File: src/rtl/lvds_align_pkg.sv
// Shared definitions for the soft-LVDS word-alignment sequencer: state
// encodings, the K28.5 comma byte and helpers for counter sizing and comma
// detection.
package lvds_align_pkg;

    typedef enum logic [3:0] {
        ST_WAIT_LOCK = 4'd0,
        ST_SETTLE    = 4'd1,
        ST_HUNT      = 4'd2,
        ST_SLIP      = 4'd3,
        ST_ACQUIRE   = 4'd4,
        ST_ALIGNED   = 4'd5
    } align_state_e;

    localparam logic [7:0] K28_5 = 8'hBC;

    // Bits needed for a counter that must be able to hold max_val.
    function automatic int cnt_w(input int max_val);
        return $clog2(max_val + 1);
    endfunction

    // A comma is a clean K28.5; an errored K28.5 counts only as an error.
    function automatic logic is_comma(input logic [7:0] code,
                                      input logic       ctrl,
                                      input logic       invalid);
        return ctrl && (code == K28_5) && !invalid;
    endfunction

endpackage

File: src/rtl/lvds_align_window.sv
// Observation window shared by HUNT, ACQUIRE and ALIGNED. Counts WINDOW_CYC
// cycles, tracks whether a comma was seen and keeps a saturating code-error
// count. The comma flag and error count outputs already include the current
// cycle's inputs, so the FSM can judge the window on its final cycle.
module lvds_align_window
    import lvds_align_pkg::*;
#(
    parameter int WINDOW_CYC = 64,
    parameter int LOSS_ERRS  = 4
) (
    input  logic                          clk,
    input  logic                          rst,
    input  logic                          run,
    input  logic                          comma,
    input  logic                          code_err,
    output logic                          win_end,
    output logic                          comma_seen,
    output logic [cnt_w(LOSS_ERRS)-1:0]   err_count
);

    localparam int WCW = cnt_w(WINDOW_CYC);
    localparam int ECW = cnt_w(LOSS_ERRS);
    localparam logic [WCW-1:0] WIN_LAST = WCW'(WINDOW_CYC - 1);
    localparam logic [ECW-1:0] ERR_MAX  = ECW'(LOSS_ERRS);

    logic [WCW-1:0] win_cnt_r;
    logic           comma_seen_r;
    logic [ECW-1:0] err_cnt_r;

    // Window-end strobe and running totals including this cycle's inputs.
    always_comb begin
        win_end    = run && (win_cnt_r == WIN_LAST);
        comma_seen = comma_seen_r || comma;
        if (code_err && (err_cnt_r != ERR_MAX)) begin
            err_count = err_cnt_r + ECW'(1'b1);
        end else begin
            err_count = err_cnt_r;
        end
    end

    // Window state: held at its start when idle, restarted after the last cycle.
    always_ff @(posedge clk or posedge rst) begin
        if (rst) begin
            win_cnt_r    <= '0;
            comma_seen_r <= 1'b0;
            err_cnt_r    <= '0;
        end else if (!run || win_end) begin
            win_cnt_r    <= '0;
            comma_seen_r <= 1'b0;
            err_cnt_r    <= '0;
        end else begin
            win_cnt_r    <= win_cnt_r + WCW'(1'b1);
            comma_seen_r <= comma_seen;
            err_cnt_r    <= err_count;
        end
    end

endmodule

File: src/rtl/lvds_align_ctrl.sv
// Word-alignment sequencer for the soft-LVDS SGMII receive path. Waits for PLL
// lock, hunts for K28.5 commas, requests bit slips until the comma sits on the
// word boundary, and declares/drops alignment based on windowed comma and
// code-error statistics.
// Optional build macro LVDS_ALIGN_STATS_EN adds slip and loss-of-sync counters.
module lvds_align_ctrl
    import lvds_align_pkg::*;
#(
    parameter int SLIP_PULSE_W = 2,
    parameter int SETTLE_CYC   = 16,
    parameter int WINDOW_CYC   = 64,
    parameter int ACQ_COMMAS   = 4,
    parameter int LOSS_ERRS    = 4,
    parameter int MAX_SLIPS    = 10
) (
    input  logic        i_CoreClk,
    input  logic        i_Rst,
    input  logic        i_PllLocked,
    input  logic [7:0]  i8_RxCodeGroup,
    input  logic        i_RxCodeCtrl,
    input  logic        i_RxCodeInvalid,
    output logic        o_RxBitSlip,
    output logic        o_Aligned,
    output logic        o_AlignFail,
    output logic [3:0]  o4_State
`ifdef LVDS_ALIGN_STATS_EN
    ,
    output logic [15:0] o16_SlipCount,
    output logic [7:0]  o8_LossCount
`endif
);

    localparam int PW = cnt_w(SLIP_PULSE_W);
    localparam int SW = cnt_w(SETTLE_CYC);
    localparam int GW = cnt_w(ACQ_COMMAS);
    localparam int MW = cnt_w(MAX_SLIPS);
    localparam int EW = cnt_w(LOSS_ERRS);
    localparam logic [PW-1:0] PULSE_LAST  = PW'(SLIP_PULSE_W - 1);
    localparam logic [SW-1:0] SETTLE_LAST = SW'(SETTLE_CYC - 1);
    localparam logic [GW-1:0] GOOD_LAST   = GW'(ACQ_COMMAS - 1);
    localparam logic [MW-1:0] SLIP_LAST   = MW'(MAX_SLIPS - 1);
    localparam logic [EW-1:0] ERR_LIM     = EW'(LOSS_ERRS);

    align_state_e   state_r, state_nxt_s;
    logic [PW-1:0]  pulse_cnt_r;
    logic [SW-1:0]  settle_cnt_r;
    logic [GW-1:0]  good_cnt_r;
    logic [MW-1:0]  slip_cnt_r;
    logic           bitslip_r, aligned_r, align_fail_r;

    logic           comma_s, win_run_s, win_end_s, comma_seen_s, win_good_s, slip_done_s;
    logic [EW-1:0]  err_count_s;

    assign comma_s   = is_comma(i8_RxCodeGroup, i_RxCodeCtrl, i_RxCodeInvalid);
    assign win_run_s = (state_r == ST_HUNT) || (state_r == ST_ACQUIRE) || (state_r == ST_ALIGNED);

    lvds_align_window #(
        .WINDOW_CYC (WINDOW_CYC),
        .LOSS_ERRS  (LOSS_ERRS)
    ) u_window (
        .clk        (i_CoreClk),
        .rst        (i_Rst),
        .run        (win_run_s),
        .comma      (comma_s),
        .code_err   (i_RxCodeInvalid),
        .win_end    (win_end_s),
        .comma_seen (comma_seen_s),
        .err_count  (err_count_s)
    );

    assign win_good_s  = comma_seen_s && (err_count_s < ERR_LIM);
    assign slip_done_s = (state_r == ST_SLIP) && (state_nxt_s == ST_SETTLE);

    // FSM state register.
    always_ff @(posedge i_CoreClk or posedge i_Rst) begin
        if (i_Rst) begin
            state_r <= ST_WAIT_LOCK;
        end else begin
            state_r <= state_nxt_s;
        end
    end

    // Next-state logic; losing PLL lock overrides every other transition.
    always_comb begin
        state_nxt_s = state_r;
        case (state_r)
            ST_WAIT_LOCK: begin
                if (i_PllLocked) state_nxt_s = ST_SETTLE;
                else             state_nxt_s = ST_WAIT_LOCK;
            end
            ST_SETTLE: begin
                if (settle_cnt_r == SETTLE_LAST) state_nxt_s = ST_HUNT;
                else                             state_nxt_s = ST_SETTLE;
            end
            ST_HUNT: begin
                if (win_end_s) state_nxt_s = win_good_s ? ST_ACQUIRE : ST_SLIP;
                else           state_nxt_s = ST_HUNT;
            end
            ST_SLIP: begin
                if (pulse_cnt_r == PULSE_LAST) state_nxt_s = ST_SETTLE;
                else                           state_nxt_s = ST_SLIP;
            end
            ST_ACQUIRE: begin
                if (!win_end_s)                    state_nxt_s = ST_ACQUIRE;
                else if (!win_good_s)              state_nxt_s = ST_SLIP;
                else if (good_cnt_r == GOOD_LAST)  state_nxt_s = ST_ALIGNED;
                else                               state_nxt_s = ST_ACQUIRE;
            end
            ST_ALIGNED: begin
                if (win_end_s && !win_good_s) state_nxt_s = ST_HUNT;
                else                          state_nxt_s = ST_ALIGNED;
            end
            default: state_nxt_s = ST_WAIT_LOCK;
        endcase
        if ((state_r != ST_WAIT_LOCK) && !i_PllLocked) begin
            state_nxt_s = ST_WAIT_LOCK;
        end else begin
            state_nxt_s = state_nxt_s;
        end
    end

    // Per-state counters: settle delay, slip pulse width, good windows, slips tried.
    always_ff @(posedge i_CoreClk or posedge i_Rst) begin
        if (i_Rst) begin
            settle_cnt_r <= '0;
            pulse_cnt_r  <= '0;
            good_cnt_r   <= '0;
            slip_cnt_r   <= '0;
        end else begin
            if ((state_r == ST_SETTLE) && (state_nxt_s == ST_SETTLE)) settle_cnt_r <= settle_cnt_r + SW'(1'b1);
            else                                                       settle_cnt_r <= '0;

            if ((state_r == ST_SLIP) && (state_nxt_s == ST_SLIP)) pulse_cnt_r <= pulse_cnt_r + PW'(1'b1);
            else                                                   pulse_cnt_r <= '0;

            if (state_nxt_s != ST_ACQUIRE) good_cnt_r <= '0;
            else if (state_r == ST_HUNT)   good_cnt_r <= GW'(1'b1);
            else if (win_end_s)            good_cnt_r <= good_cnt_r + GW'(1'b1);
            else                           good_cnt_r <= good_cnt_r;

            if (!i_PllLocked)                   slip_cnt_r <= '0;
            else if (slip_done_s)               slip_cnt_r <= (slip_cnt_r == SLIP_LAST) ? '0 : slip_cnt_r + MW'(1'b1);
            else if (state_nxt_s == ST_ALIGNED) slip_cnt_r <= '0;
            else                                slip_cnt_r <= slip_cnt_r;
        end
    end

    // Registered outputs, decoded from the next state so they change with it.
    always_ff @(posedge i_CoreClk or posedge i_Rst) begin
        if (i_Rst) begin
            bitslip_r    <= 1'b0;
            aligned_r    <= 1'b0;
            align_fail_r <= 1'b0;
        end else begin
            bitslip_r    <= (state_nxt_s == ST_SLIP);
            aligned_r    <= (state_nxt_s == ST_ALIGNED);
            align_fail_r <= slip_done_s && (slip_cnt_r == SLIP_LAST);
        end
    end

    assign o_RxBitSlip = bitslip_r;
    assign o_Aligned   = aligned_r;
    assign o_AlignFail = align_fail_r;
    assign o4_State    = state_r;

`ifdef LVDS_ALIGN_STATS_EN
    logic [15:0] slip_total_r;
    logic [7:0]  loss_total_r;

    // Lifetime statistics; only a hard reset clears them, PLL loss does not.
    always_ff @(posedge i_CoreClk or posedge i_Rst) begin
        if (i_Rst) begin
            slip_total_r <= 16'h0000;
            loss_total_r <= 8'h00;
        end else begin
            if (slip_done_s && (slip_total_r != 16'hFFFF)) slip_total_r <= slip_total_r + 16'h0001;
            else                                           slip_total_r <= slip_total_r;
            if ((state_r == ST_ALIGNED) && (state_nxt_s == ST_HUNT) && (loss_total_r != 8'hFF))
                loss_total_r <= loss_total_r + 8'h01;
            else
                loss_total_r <= loss_total_r;
        end
    end

    assign o16_SlipCount = slip_total_r;
    assign o8_LossCount  = loss_total_r;
`endif

endmodule

File: config.mk
export PLATFORM = sky130hd
export DESIGN_NAME = lvds_align_ctrl
export DESIGN_NICKNAME = d
export VERILOG_FILES = /design/src/rtl/lvds_align_pkg.sv /design/src/rtl/lvds_align_window.sv /design/src/rtl/lvds_align_ctrl.sv
export SDC_FILE = /design/constraint.sdc
export NUM_CORES = 1
export LEC_CHECK = 0
export CAP_MARGIN = 40
export CELL_PAD_IN_SITES_DETAIL_PLACEMENT = 0
export CELL_PAD_IN_SITES_GLOBAL_PLACEMENT = 1
export CORE_ASPECT_RATIO = 1.25
export CORE_MARGIN = 2
export CORE_UTILIZATION = 49
export CTS_CLUSTER_DIAMETER = 30
export DETAILED_ROUTE_END_ITERATION = 16
export DONT_BUFFER_PORTS = 1
export HOLD_SLACK_MARGIN = 0.1
export PLACE_DENSITY = 0.86
export SYNTH_ARGS = -nofsm -noshare
export SYNTH_HDL_FRONTEND = slang
export SYNTH_SLANG_ARGS = --single-unit
File: constraint.sdc
create_clock -name i_CoreClk -period 2.6 [get_ports i_CoreClk]
set_input_delay 0.39 -clock i_CoreClk [delete_from_list [all_inputs] [get_ports i_CoreClk]]
set_output_delay 0.39 -clock i_CoreClk [all_outputs]
set_load 0.02 [all_outputs]
==> metrics <==
outcome completed; max-cap violation count 0; most numerous cell in the Yosys netlist dfrtp_1; 1st-iter DRT viols 21; die area 4170 µm²; fmax 0.488 GHz; H-tree depth 2; fraction of registers with async set or reset after synthesis 100%; unrepaired setup endpoints after global routing false; final setup violation count 0; clk_skew 0.00244 ns; met2 routed WL 1.61 mm; row count 24; CP arrival 2.19 ns; ys flop type dfrtp_1; Detail Route Antenna Nets 0; post-route setup slack 0.551 ns; Critical Path Sink Type flip-flop; vias in the first global route 1194; chip height 71.7 µm; synthesized area per cell 10.7 µm²; Top Ports 20; routed wire length 3.14 mm; crit path max-delay cell type dfrtp_1; Reg area 776 µm²; post-layout util 53.7%; Hold Path Class in2reg; sequential area share after synthesis 43.2%; pin count of the biggest net entering global routing 32; die width 58.1 µm; hpwl dp 2.34 mm; GRT Total Usage 17.4%; M1 WL 1.34 mm; Synth Register Bits 31; VDD IR-drop max 400 µV; # diodes 0; clock latency on the worst-skew pair 0.28 ns; initial antenna violation count 0; crit-path max FO 16; Longest Clk Path Bufs 2; final non-filler cell total 209; Post-Syn Area 1800 µm²; ratio of cells with drive above 1 in the final layout 14.1%; Worst-path clk slew 0.06 ns; core box area 3510 µm²; WS Path Type reg2reg; Tcrit/Tclk final 78.8%; Worst-Margin Slew 0.566 ns; top cells by count, synth 31 x dfrtp_1, 13 x nor2_1, 10 x ha_1; First-pass DRT Iterations 4; routed vias 1205; CP startpoint kind flip-flop; I/O Buffers 0; Post-Route Setup TNS 0 ns; worst endpoint required time 2.74 ns; Yosys Warn Count 0; CTS tree done; area share of the largest cell type after synthesis 43.2%; Post-Place Cells 202; CTS sink count 31; DRC violations left 0; initial core utilization 51.1%; syn_nets 191; Routed wire per std cell 15.0 µm; Distinct cells, synth 52; min Tclk post-route 2.05 ns; P&R area growth vs syn 5.16%; Fill cells 319; Worst path max stage delay 0.70 ns; post_cts resized 0; TritonCTS Buffers 5; Avg Vias per Cell 5.77; highest metal used met4; headroom to the max-slew limit 62.2%; Final Max Tran Viols 0; final net count 194; dpl ws 0.548 ns; Root Driver clkbuf_8; met3 WL post-DR 156 µm; final hold vios 0; first-pass GRT wire length 5.35 mm; Final GP Congestion 0.877; top cells by area, synth dfrtp_1 43%, ha_1 7.0%, xnor2_1 2.9%, nor2_1 2.7%, a21oi_1 2.5%; CP cell instances or3b_4 > a21boi_1 > nand4_1 > a221oi_2 > a21oi_1; number of synthesized flops with an enable pin 0; Multi-input gate area 940 µm²; total grt overflow 0; Leak 0.812 nW; Pwr Density 455 nW/µm²; biggest area consumer among synthesized cells dfrtp_1; Synth Instances 168
## sequential cells by signal, indices dropped and copies added (netlist names), 2 cells and up
register            cells
o4_State                3
good_cnt_r              3
settle_cnt_r            5
u_window.err_cnt_r      3
pulse_cnt_r             2
slip_cnt_r              4
u_window.win_cnt_r      7
## metrics by stage
stage          hold slack (ns)  instance area (µm²)  total power, mW
2_1_floorplan            0.415                 1800            0.529
3_3_place_gp             0.378                 1810            0.532
3_5_place_dp             0.389                 1810            0.533
4_1_cts                  0.258                 1890            0.873
5_1_grt                  0.257                 1890            0.901
6_report                 0.266                 1890            0.859
## kinds of logic (layout without fill, tap and decap cells)
kind of cell             after synthesis  count (layout)  share of synthesized area (%)
AO/OA/AOI/OAI                         29              29                           13.7
other                                  1               1                          0.209
buffers and inverters                 15              17                           4.46
AND/OR/NAND/NOR                       70              70                           24.7
adder cells (fa/ha/maj)               10              10                           6.97
multiplexers                           3               3                           2.37
flip-flops                            31              31                           43.2
XOR/XNOR                               9               9                           4.39
## final cells by class
cell class	instances	area share (%)
well taps	39	2.58
inverters	9	1.79
repair buffers	2	0.928
clock buffers	6	3.84
flip-flops and latches	31	41.1
multi-input cells	122	49.8
## layer usage
metal	GRT usage, %	up-vias
li1	-	600
met1	20.0	576
met2	27.9	27
met3	6.86	2
met4	8.79	0
met5	0	-
## what timing repair did
action,CTS,global route
hold endpoints to repair,31,0
hold buffers,1,0
buffers inserted,0,0
## worst max-delay path, delay by kind of cell, from the launching register on
| family | cells | cell delay, ns |
|---|---|---|
| AND/OR/NAND/NOR | 2 | 0.67 |
| AO/OA/AOI/OAI | 3 | 0.53 |
| flip-flops | 1 | 0.70 |
## path summary, 6_finish.rpt
kind | start | cells after the start | slack (ns) | to
min in group asynchronous | i_Rst | 3 | 0.63 | o4_State[1]$_DFF_PP0_
max in group asynchronous | i_Rst | 3 | 1.68 | u_window.err_cnt_r[0]$_DFFE_PP0P_
worst max register to register | o4_State[1]$_DFF_PP0_ | 5 | 0.55 | slip_cnt_r[3]$_DFFE_PP0P_
worst max-delay path | o4_State[1]$_DFF_PP0_ | 5 | 0.55 | slip_cnt_r[3]$_DFFE_PP0P_
worst min register to register | pulse_cnt_r[0]$_DFF_PP0_ | 1 | 0.44 | pulse_cnt_r[0]$_DFF_PP0_
worst min-delay path | i_PllLocked | 2 | 0.27 | o4_State[1]$_DFF_PP0_
## where the power goes
part / switching [mW] / internal [mW] / total, mW
registers: 0.00589 / 0.485 / 0.491
clock network: 0.156 / 0.178 / 0.334
logic: 0.0212 / 0.0123 / 0.0336
total: 0.183 / 0.675 / 0.859
## placed cells by master, fill, tap and decap left out, drive strengths merged, types with 2 or more instances in the layout
cell and count:
o211ai 2, and3 4, and4b 3, a211oi 4, nor2 14, nand2 10
clkbuf 6, xnor2 6, a21boi 3, nor2b 5, nor3b 6, a21oi 10
nand3 8, dfrtp 31, nand3b 3, a31oi 2, xor2 3, nor4 2
ha 10, nand2b 5, mux2i 3, inv 9, nor4b 3
No activity file was read; power rests on OpenSTA's default activity.
